File: config.mk
export PLATFORM = sky130hd
export DESIGN_NAME = serial_paralelo
export DESIGN_NICKNAME = d
export VERILOG_FILES = /design/src/rtl/serial_paralelo.sv
export SDC_FILE = /design/constraint.sdc
export NUM_CORES = 1
export LEC_CHECK = 0
export ABC_AREA = 1
export ABC_CLOCK_PERIOD_IN_PS = 1750
export CORE_MARGIN = 4
export CORE_UTILIZATION = 23
export CTS_CLUSTER_SIZE = 20
export DETAILED_ROUTE_END_ITERATION = 8
export GPL_TIMING_DRIVEN = 1
export PLACE_DENSITY = 0.48
export SLEW_MARGIN = 0
export SYNTH_ARGS = -nofsm -noshare
export SYNTH_HDL_FRONTEND = slang
export SYNTH_SLANG_ARGS = --single-unit
File: constraint.sdc
create_clock -name clk_8f -period 1.75 [get_ports clk_8f]
set_input_delay 0.175 -clock clk_8f [delete_from_list [all_inputs] [get_ports clk_8f]]
set_output_delay 0.175 -clock clk_8f [all_outputs]
set_load 0.05 [all_outputs]
File: src/rtl/serial_paralelo.sv
// serial_paralelo: serial-to-parallel receiver, far end of the parallel-to-serial link.
//
// Samples one serial bit per clk_8f and hunts bit by bit for the COM idle symbol.
// When it finds one, it aligns byte boundaries to that symbol.
// After SYNC_COUNT consecutive aligned COMs the link is declared active.
// From then on every non-COM symbol is emitted as a parallel byte with a valid flag.
//
// Ports
//   clk_8f     in   1      bit clock, all logic on posedge
//   reset      in   1      asynchronous, active-low reset
//   data_in    in   1      serial bit, MSB of each symbol first
//   data_out   out  WIDTH  last received data byte
//   valid_out  out  1      data_out holds a fresh data byte for this symbol period
//   active     out  1      byte alignment achieved and confirmed (sticky until reset)
module serial_paralelo #(
  parameter int unsigned      WIDTH      = 8,
  parameter logic [WIDTH-1:0] COM        = 8'hBC,
  parameter int unsigned      SYNC_COUNT = 4
) (
  input  logic             clk_8f,
  input  logic             reset,
  input  logic             data_in,
  output logic [WIDTH-1:0] data_out,
  output logic             valid_out,
  output logic             active
);

  localparam int unsigned CntW = (WIDTH > 1) ? $clog2(WIDTH) : 1;
  localparam int unsigned ComW = $clog2(SYNC_COUNT + 1);
  localparam logic [CntW-1:0] LastBit = CntW'(WIDTH - 1);

  typedef enum logic [1:0] {StBuscar, StAlinear, StActivo} state_e;

  state_e           state_q, state_d;
  logic [WIDTH-1:0] sr_q, sr_d;
  logic [CntW-1:0]  bit_cnt_q, bit_cnt_d;
  logic [ComW-1:0]  com_cnt_q, com_cnt_d;
  logic [WIDTH-1:0] data_q, data_d;
  logic             valid_q, valid_d;
  logic             active_q, active_d;

  logic [WIDTH-1:0] sym;
  logic             is_com;
  logic             at_boundary;
  logic [CntW-1:0]  bit_cnt_inc;
  logic [ComW-1:0]  com_cnt_inc;

  // The candidate symbol includes the bit being sampled on this edge,
  // so decisions land on the same edge as the symbol's last bit.
  assign sym         = {sr_q[WIDTH-2:0], data_in};
  assign is_com      = (sym == COM);
  assign at_boundary = (bit_cnt_q == LastBit);
  assign bit_cnt_inc = at_boundary ? '0 : bit_cnt_q + CntW'(1);
  assign com_cnt_inc = com_cnt_q + ComW'(1);

  always_comb begin
    state_d   = state_q;
    sr_d      = sym;
    bit_cnt_d = bit_cnt_q;
    com_cnt_d = com_cnt_q;
    data_d    = data_q;
    valid_d   = valid_q;
    active_d  = active_q;

    unique case (state_q)
      StBuscar: begin
        if (is_com) begin
          bit_cnt_d = '0;
          com_cnt_d = ComW'(1);
          state_d   = StAlinear;
        end
      end

      StAlinear: begin
        bit_cnt_d = bit_cnt_inc;
        if (at_boundary) begin
          if (is_com) begin
            com_cnt_d = com_cnt_inc;
            if (com_cnt_inc == ComW'(SYNC_COUNT)) begin
              active_d = 1'b1;
              state_d  = StActivo;
            end
          end else begin
            // Misaligned or broken COM run: drop the partial count and hunt again.
            com_cnt_d = '0;
            state_d   = StBuscar;
          end
        end
      end

      StActivo: begin
        // Alignment is locked here; only boundary symbols are ever examined.
        bit_cnt_d = bit_cnt_inc;
        if (at_boundary) begin
          if (is_com) begin
            valid_d = 1'b0;
          end else begin
            data_d  = sym;
            valid_d = 1'b1;
          end
        end
      end

      default: state_d = StBuscar;
    endcase
  end

  always_ff @(posedge clk_8f or negedge reset) begin
    if (!reset) begin
      state_q   <= StBuscar;
      sr_q      <= '0;
      bit_cnt_q <= '0;
      com_cnt_q <= '0;
      data_q    <= '0;
      valid_q   <= 1'b0;
      active_q  <= 1'b0;
    end else begin
      state_q   <= state_d;
      sr_q      <= sr_d;
      bit_cnt_q <= bit_cnt_d;
      com_cnt_q <= com_cnt_d;
      data_q    <= data_d;
      valid_q   <= valid_d;
      active_q  <= active_d;
    end
  end

  assign data_out  = data_q;
  assign valid_out = valid_q;
  assign active    = active_q;

endmodule
==> metrics.yaml, run 1 <==
power:
  total_power_w: 0.001438
  ir_worst_vdd_mv: 0.3181
  leakagePower_nw: 0.7141
  p_per_area_mw_per_mm2: 1013
detailed_routing:
  wl_per_cell_um: 9.951
  drc_errors: 0
  num_vias: 803
  detail_route.wirelength_um: 2030
  vias_per_cell: 3.936
  drtPass1Iterations: 4
  postRouteAntennaNets: 0
  drt-initial-drc-count: 25
critical_path:
  end_kind: "output port"
  critical_path.startpoint_type: "flip-flop"
  r2r_slack_ns: 0.23
  reg2reg_from: "bit_cnt_q[0]$_DFFE_PN0P_"
  cpPeakStageDelay_ns: 0.82
  path_max_fanout: 2
  path_cells: "clkdlybuf4s50_1"
  critical_path.top_delay_family: "buffers and inverters"
  cp.required_ns: 1.57
  r2r_end: "data_out[6]$_DFFE_PN0P_"
  worstSetupPathType: "flip-flop to output port"
  worstRegToRegCells: 6
  worstPathArrival_ns: 1.48
  cp_slowest_cell: "clkdlybuf4s50_1"
  path_buf_inv: 1
final_layout:
  antenna_cells: 0
  drive_above_1_share_pct: 13.87
  area_growth_pct: 21.26
  fin_util_pct: 29.48
  final_common_cell: "nand2_1"
  layout_common_cells: "nand2_1, dfrtp_1, inv_1, clkdlybuf4s50_1, nand3_1"
  final_cells: 204
  nNetsFinal: 149
yosys:
  ys_types: 19
  synth_area_leaders: "dfrtp_1, nand2_1, ha_1, nand3_1, inv_1"
  syn_area_per_cell_sq_um: 9.679
  synth_top_area_share_pct: 53.42
  ys_ff_latch: 25
  syn_inst: 121
  syn-num-nets: 132
  yosysWarnings: 0
  syn_area_sq_mm: 0.001171
  synth-seq-area-share_pct: 53.42
  yosysTopAreaCell: "dfrtp_1"
clocking:
  clkSinkCount: 25
  postCtsHoldBufs: 0
  cts_setup_buffers: 0
  clock_latency_ns: 0.27
  ctsRootBufferMaster: "clkbuf_8"
  cts_tree: "done"
  cts.htree.levels: 1
  cts_buffers: 3
  cts_max_path_buffers: 2
  cts_resized: 0
  path_clk_slew_ns: 0.09
die:
  rows: 25
  start_util_pct: 24.31
  die-area_sq_mm: 0.006297
  pin_count: 13
  die_h_um: 79.36
  die_w_um: 79.36
  core_sq_mm: 0.004817
timing:
  rsz0062_at_grt: "false"
  setup-tns-final_ns: 0
  setup_viol: 0
  finalMaxSlewViolations: 0
  whs_ns: 0.2627
  finalCritPeriodShare_pct: 94.32
  max-slew-margin-rel_pct: 66.62
  max_clock_freq_mhz: 605.9
  fin_crit_ns: 1.651
  hold_viol: 0
  clock_skew_ns: 0.005821
  worstMarginPinSlew_ns: 0.4992
placed_design:
  dp.cells: 200
  port_buffers: 12
  post-dp-hpwl_um: 1533
  routabilityCongestion: 0.7762
global_route:
  antenna_found_initial: 0
  grt_pass1_vias: 811
  grt_overflow_total: 0
  grt_pass1_wl_um: 3663
  grt_start_max_net_pins: 26
  global_route.usage.total_pct: 7.348
outcome:
  outcome: "complete, no violations"
job:
  maxCapViolCount: 0
worst_hold_path:
  hp-class: "input port to asynchronous set/reset pin"
cell usage after synthesis:
master and number:
ha_1 8, nand2_1 40, buf_6 1, nor2_1 1, a21oi_4 1, nand3_1 11
dfrtp_1 25, or2_2 1, nor2_8 1, clkinv_1 1, or2_1 1, o21ai_0 2
inv_1 12, o21ai_1 5, o21ai_2 1, nor2_2 2, nand2_4 2, nand2_2 5
nand3_4 1
metrics by stage:
step	instance area, sq um	setup WS [ns]
after floorplan	1171	0.3680
after detailed placement	1371	0.2435
final	1420	0.09948
after global routing	1420	0.06433
after CTS	1420	0.09785
after global placement	1371	0.2557
registers in the layout (all words and copies together) (netlist names):
name and cells:
active 1, bit_cnt_q 3, com_cnt_q 3, data_out 8, sr_q 7, state_q 2, valid_out 1
layer usage:
metal	vias up	share of wire, %	global-route usage [%]
met1	380	48	8.545
met5	-	0	0
met2	12	47	12.63
li1	409	-	-
met4	0	0.64	2.062
met3	2	4.4	2.721
area by class of cell:
cell class / instances / area (sq um)
flip-flops and latches: 25 / 625.6
well taps: 67 / 83.83
repair buffers: 13 / 127.6
clock buffers: 3 / 41.29
multi-input cells: 82 / 485.5
fillers: 532 / 3397
inverters: 13 / 48.80
clock inverters: 1 / 7.507
kinds of logic (layout without fill, tap and decap cells):
logic type / Yosys count / count (layout) / synth area share, %
AND/OR/NAND/NOR: 65 / 65 / 27.78
buffers and inverters: 14 / 30 / 5.128
AO/OA/AOI/OAI: 9 / 9 / 5.128
adder cells (fa/ha/maj): 8 / 8 / 8.547
flip-flops: 25 / 25 / 53.42
how the worst max path moves through the flow:
stage / depth (start not counted) / to / startpoint / slack, ns
finish: 1 / active / active$_DFFE_PN0P_ / 0.1
global route: 1 / data_out[5] / data_out[5]$_DFFE_PN0P_ / 0.06
CTS: 1 / active / active$_DFFE_PN0P_ / 0.1
detailed placement: 6 / data_out[6]$_DFFE_PN0P_ / bit_cnt_q[0]$_DFFE_PN0P_ / 0.24
global placement: 6 / data_out[6]$_DFFE_PN0P_ / bit_cnt_q[0]$_DFFE_PN0P_ / 0.26
floorplan: 7 / com_cnt_q[0]$_DFFE_PN0P_ / state_q[0]$_DFFE_PN0P_ / 0.37
report_power, final:
group | switching [W] | leakage [nW] | total, W | internal [W]
logic | 0.000251 | 0.375 | 0.000400 | 0.000149
registers | 0.0000482 | 0.317 | 0.000685 | 0.000637
clock network | 0.000192 | 0.0217 | 0.000353 | 0.000161
total | 0.000491 | 0.714 | 0.00144 | 0.000947
Power figures use the tool's default switching activity.
==> run 2: changes to the inputs <==
- ABC_CLOCK_PERIOD_IN_PS: 1750 -> 1870
- GPL_ROUTABILITY_DRIVEN: unset -> 0
- clock period: 1.75 -> 1.87 ns (I/O delays scaled with it)
==> metrics.yaml, run 2 (synthesis results as in run 1) <==
clocking:
  postCtsHoldBufs: 0  # unchanged
  cts_buffers: 3  # unchanged
  cts_setup_buffers: 0  # unchanged
  cts_resized: 0  # unchanged
  clkSinkCount: 25  # unchanged
  cts_max_path_buffers: 2  # unchanged
  cts_tree: "done"
  cts.htree.levels: 1  # unchanged
  clock_latency_ns: 0.27  # about the same
  ctsRootBufferMaster: "clkbuf_8"
  path_clk_slew_ns: 0.09  # about the same
critical_path:
  end_kind: "output port"
  path_max_fanout: 2  # unchanged
  worstSetupPathType: "flip-flop to output port"
  path_cells: "clkdlybuf4s50_1"
  cp.required_ns: 1.68  # +0.11 ns
  worstPathArrival_ns: 1.44  # -0.04 ns
  critical_path.top_delay_family: "buffers and inverters"
  cpPeakStageDelay_ns: 0.81  # about the same
  path_buf_inv: 1  # unchanged
  critical_path.startpoint_type: "flip-flop"
  cp_slowest_cell: "clkdlybuf4s50_1"
die:
  rows: 25  # unchanged
  core_sq_mm: 0.004817  # unchanged
  pin_count: 13  # unchanged
  die_h_um: 79.36  # unchanged
  start_util_pct: 24.31  # unchanged
  die_w_um: 79.36  # unchanged
  die-area_sq_mm: 0.006297  # unchanged
final_layout:
  area_growth_pct: 21.26  # unchanged
  nNetsFinal: 149  # unchanged
  antenna_cells: 0  # unchanged
  drive_above_1_share_pct: 13.87  # unchanged
  layout_common_cells: "nand2_1, dfrtp_1, inv_1, clkdlybuf4s50_1, nand3_1"
  largest_register_ffs: 8  # unchanged
  fin_util_pct: 29.48  # unchanged
  final_common_cell: "nand2_1"
job:
  maxCapViolCount: 0  # unchanged
detailed_routing:
  vias_per_cell: 3.897  # -1.0%
  wl_per_cell_um: 9.789  # -1.6%
  num_vias: 795  # -1.0%
  drt-initial-drc-count: 20  # -20%
  detail_route.wirelength_um: 1997  # -1.6%
  drc_errors: 0  # unchanged
  postRouteAntennaNets: 0  # unchanged
  drtPass1Iterations: 4  # unchanged
timing:
  fin_crit_ns: 1.627
  max-slew-margin-rel_pct: 66.64  # about the same
  max_clock_freq_mhz: 614.6
  whs_ns: 0.2703  # +0.007573 ns
  finalMaxSlewViolations: 0  # unchanged
  clock_skew_ns: 0.002790  # -0.003031 ns
  setup-tns-final_ns: 0  # unchanged
  rsz0062_at_grt: "false"
  setup_viol: 0  # unchanged
  finalCritPeriodShare_pct: 87.00
  worstMarginPinSlew_ns: 0.4989  # -0.0003334 ns
  hold_viol: 0  # unchanged
global_route:
  grt_pass1_vias: 788  # -2.8%
  antenna_found_initial: 0  # unchanged
  grt_start_max_net_pins: 26  # unchanged
  grt_overflow_total: 0  # unchanged
  grt_pass1_wl_um: 3539  # -3.4%
  global_route.usage.total_pct: 7.085  # -0.26 points
worst_hold_path:
  hp-class: "input port to asynchronous set/reset pin"
power:
  leakagePower_nw: 0.7141  # unchanged
  ir_worst_vdd_mv: 0.3035  # -4.6%
  p_per_area_mw_per_mm2: 945.8  # -6.6%
placed_design:
  port_buffers: 12  # unchanged
  post-dp-hpwl_um: 1547  # +0.93%
outcome:
  outcome: "complete, no violations"
-- run 2: metrics by stage --
stage | power, W | cell area [sq um] | setup slack, ns | cells
3_3_place_gp | 0.001020 | 1371 | 0.3757 | 200
6_report | 0.001343 | 1420 | 0.2430 | 204
3_5_place_dp | 0.001037 | 1371 | 0.3612 | 200
5_1_grt | 0.001445 | 1420 | 0.1837 | 204
4_1_cts | 0.001368 | 1420 | 0.2235 | 204
2_1_floorplan | 0.0009510 | 1171 | 0.4880 | 121
-- run 2: final cells by class --
cell class	count	area (sq um)
Multi-Input combinational cell	82	485.5
Tap cell	67	83.83
Clock buffer	3	41.29
Timing Repair Buffer	13	127.6
Inverter	13	48.80
Fill cell	541	3397
Sequential cell	25	625.6
Clock inverter	1	7.507
-- run 2: worst paths after layout --
path,startpoint,end,slack (ns),cells after the start
hold / removal,reset,data_out[0]$_DFFE_PN0P_,0.27,2
hold reg to reg,sr_q[5]$_DFF_PN0_,sr_q[6]$_DFF_PN0_,0.38,0
setup / recovery,data_out[2]$_DFFE_PN0P_,data_out[2],0.24,1
max in group asynchronous,reset,active$_DFFE_PN0P_,1.36,2
min in group clk_8f,sr_q[5]$_DFF_PN0_,sr_q[6]$_DFF_PN0_,0.38,0
setup reg to reg,bit_cnt_q[0]$_DFFE_PN0P_,data_out[6]$_DFFE_PN0P_,0.37,6
-- run 2: layer usage --
| metal | vias up | wire length (um) | track usage [%] |
|---|---|---|---|
| met2 | 16 | 972 | 12.46 |
| met1 | 371 | 932 | 8.192 |
| met4 | 0 | 0 | 2.062 |
| met3 | 0 | 92 | 2.268 |
| met5 | - | 0 | 0 |
| li1 | 408 | - | - |
-- run 2: report_power, final --
| group | internal (W) | switching (W) | total, W |
|---|---|---|---|
| logic | 0.000140 | 0.000237 | 0.000378 |
| registers | 0.000596 | 0.0000436 | 0.000640 |
| clock network | 0.000151 | 0.000175 | 0.000326 |
| total | 0.000887 | 0.000456 | 0.00134 |
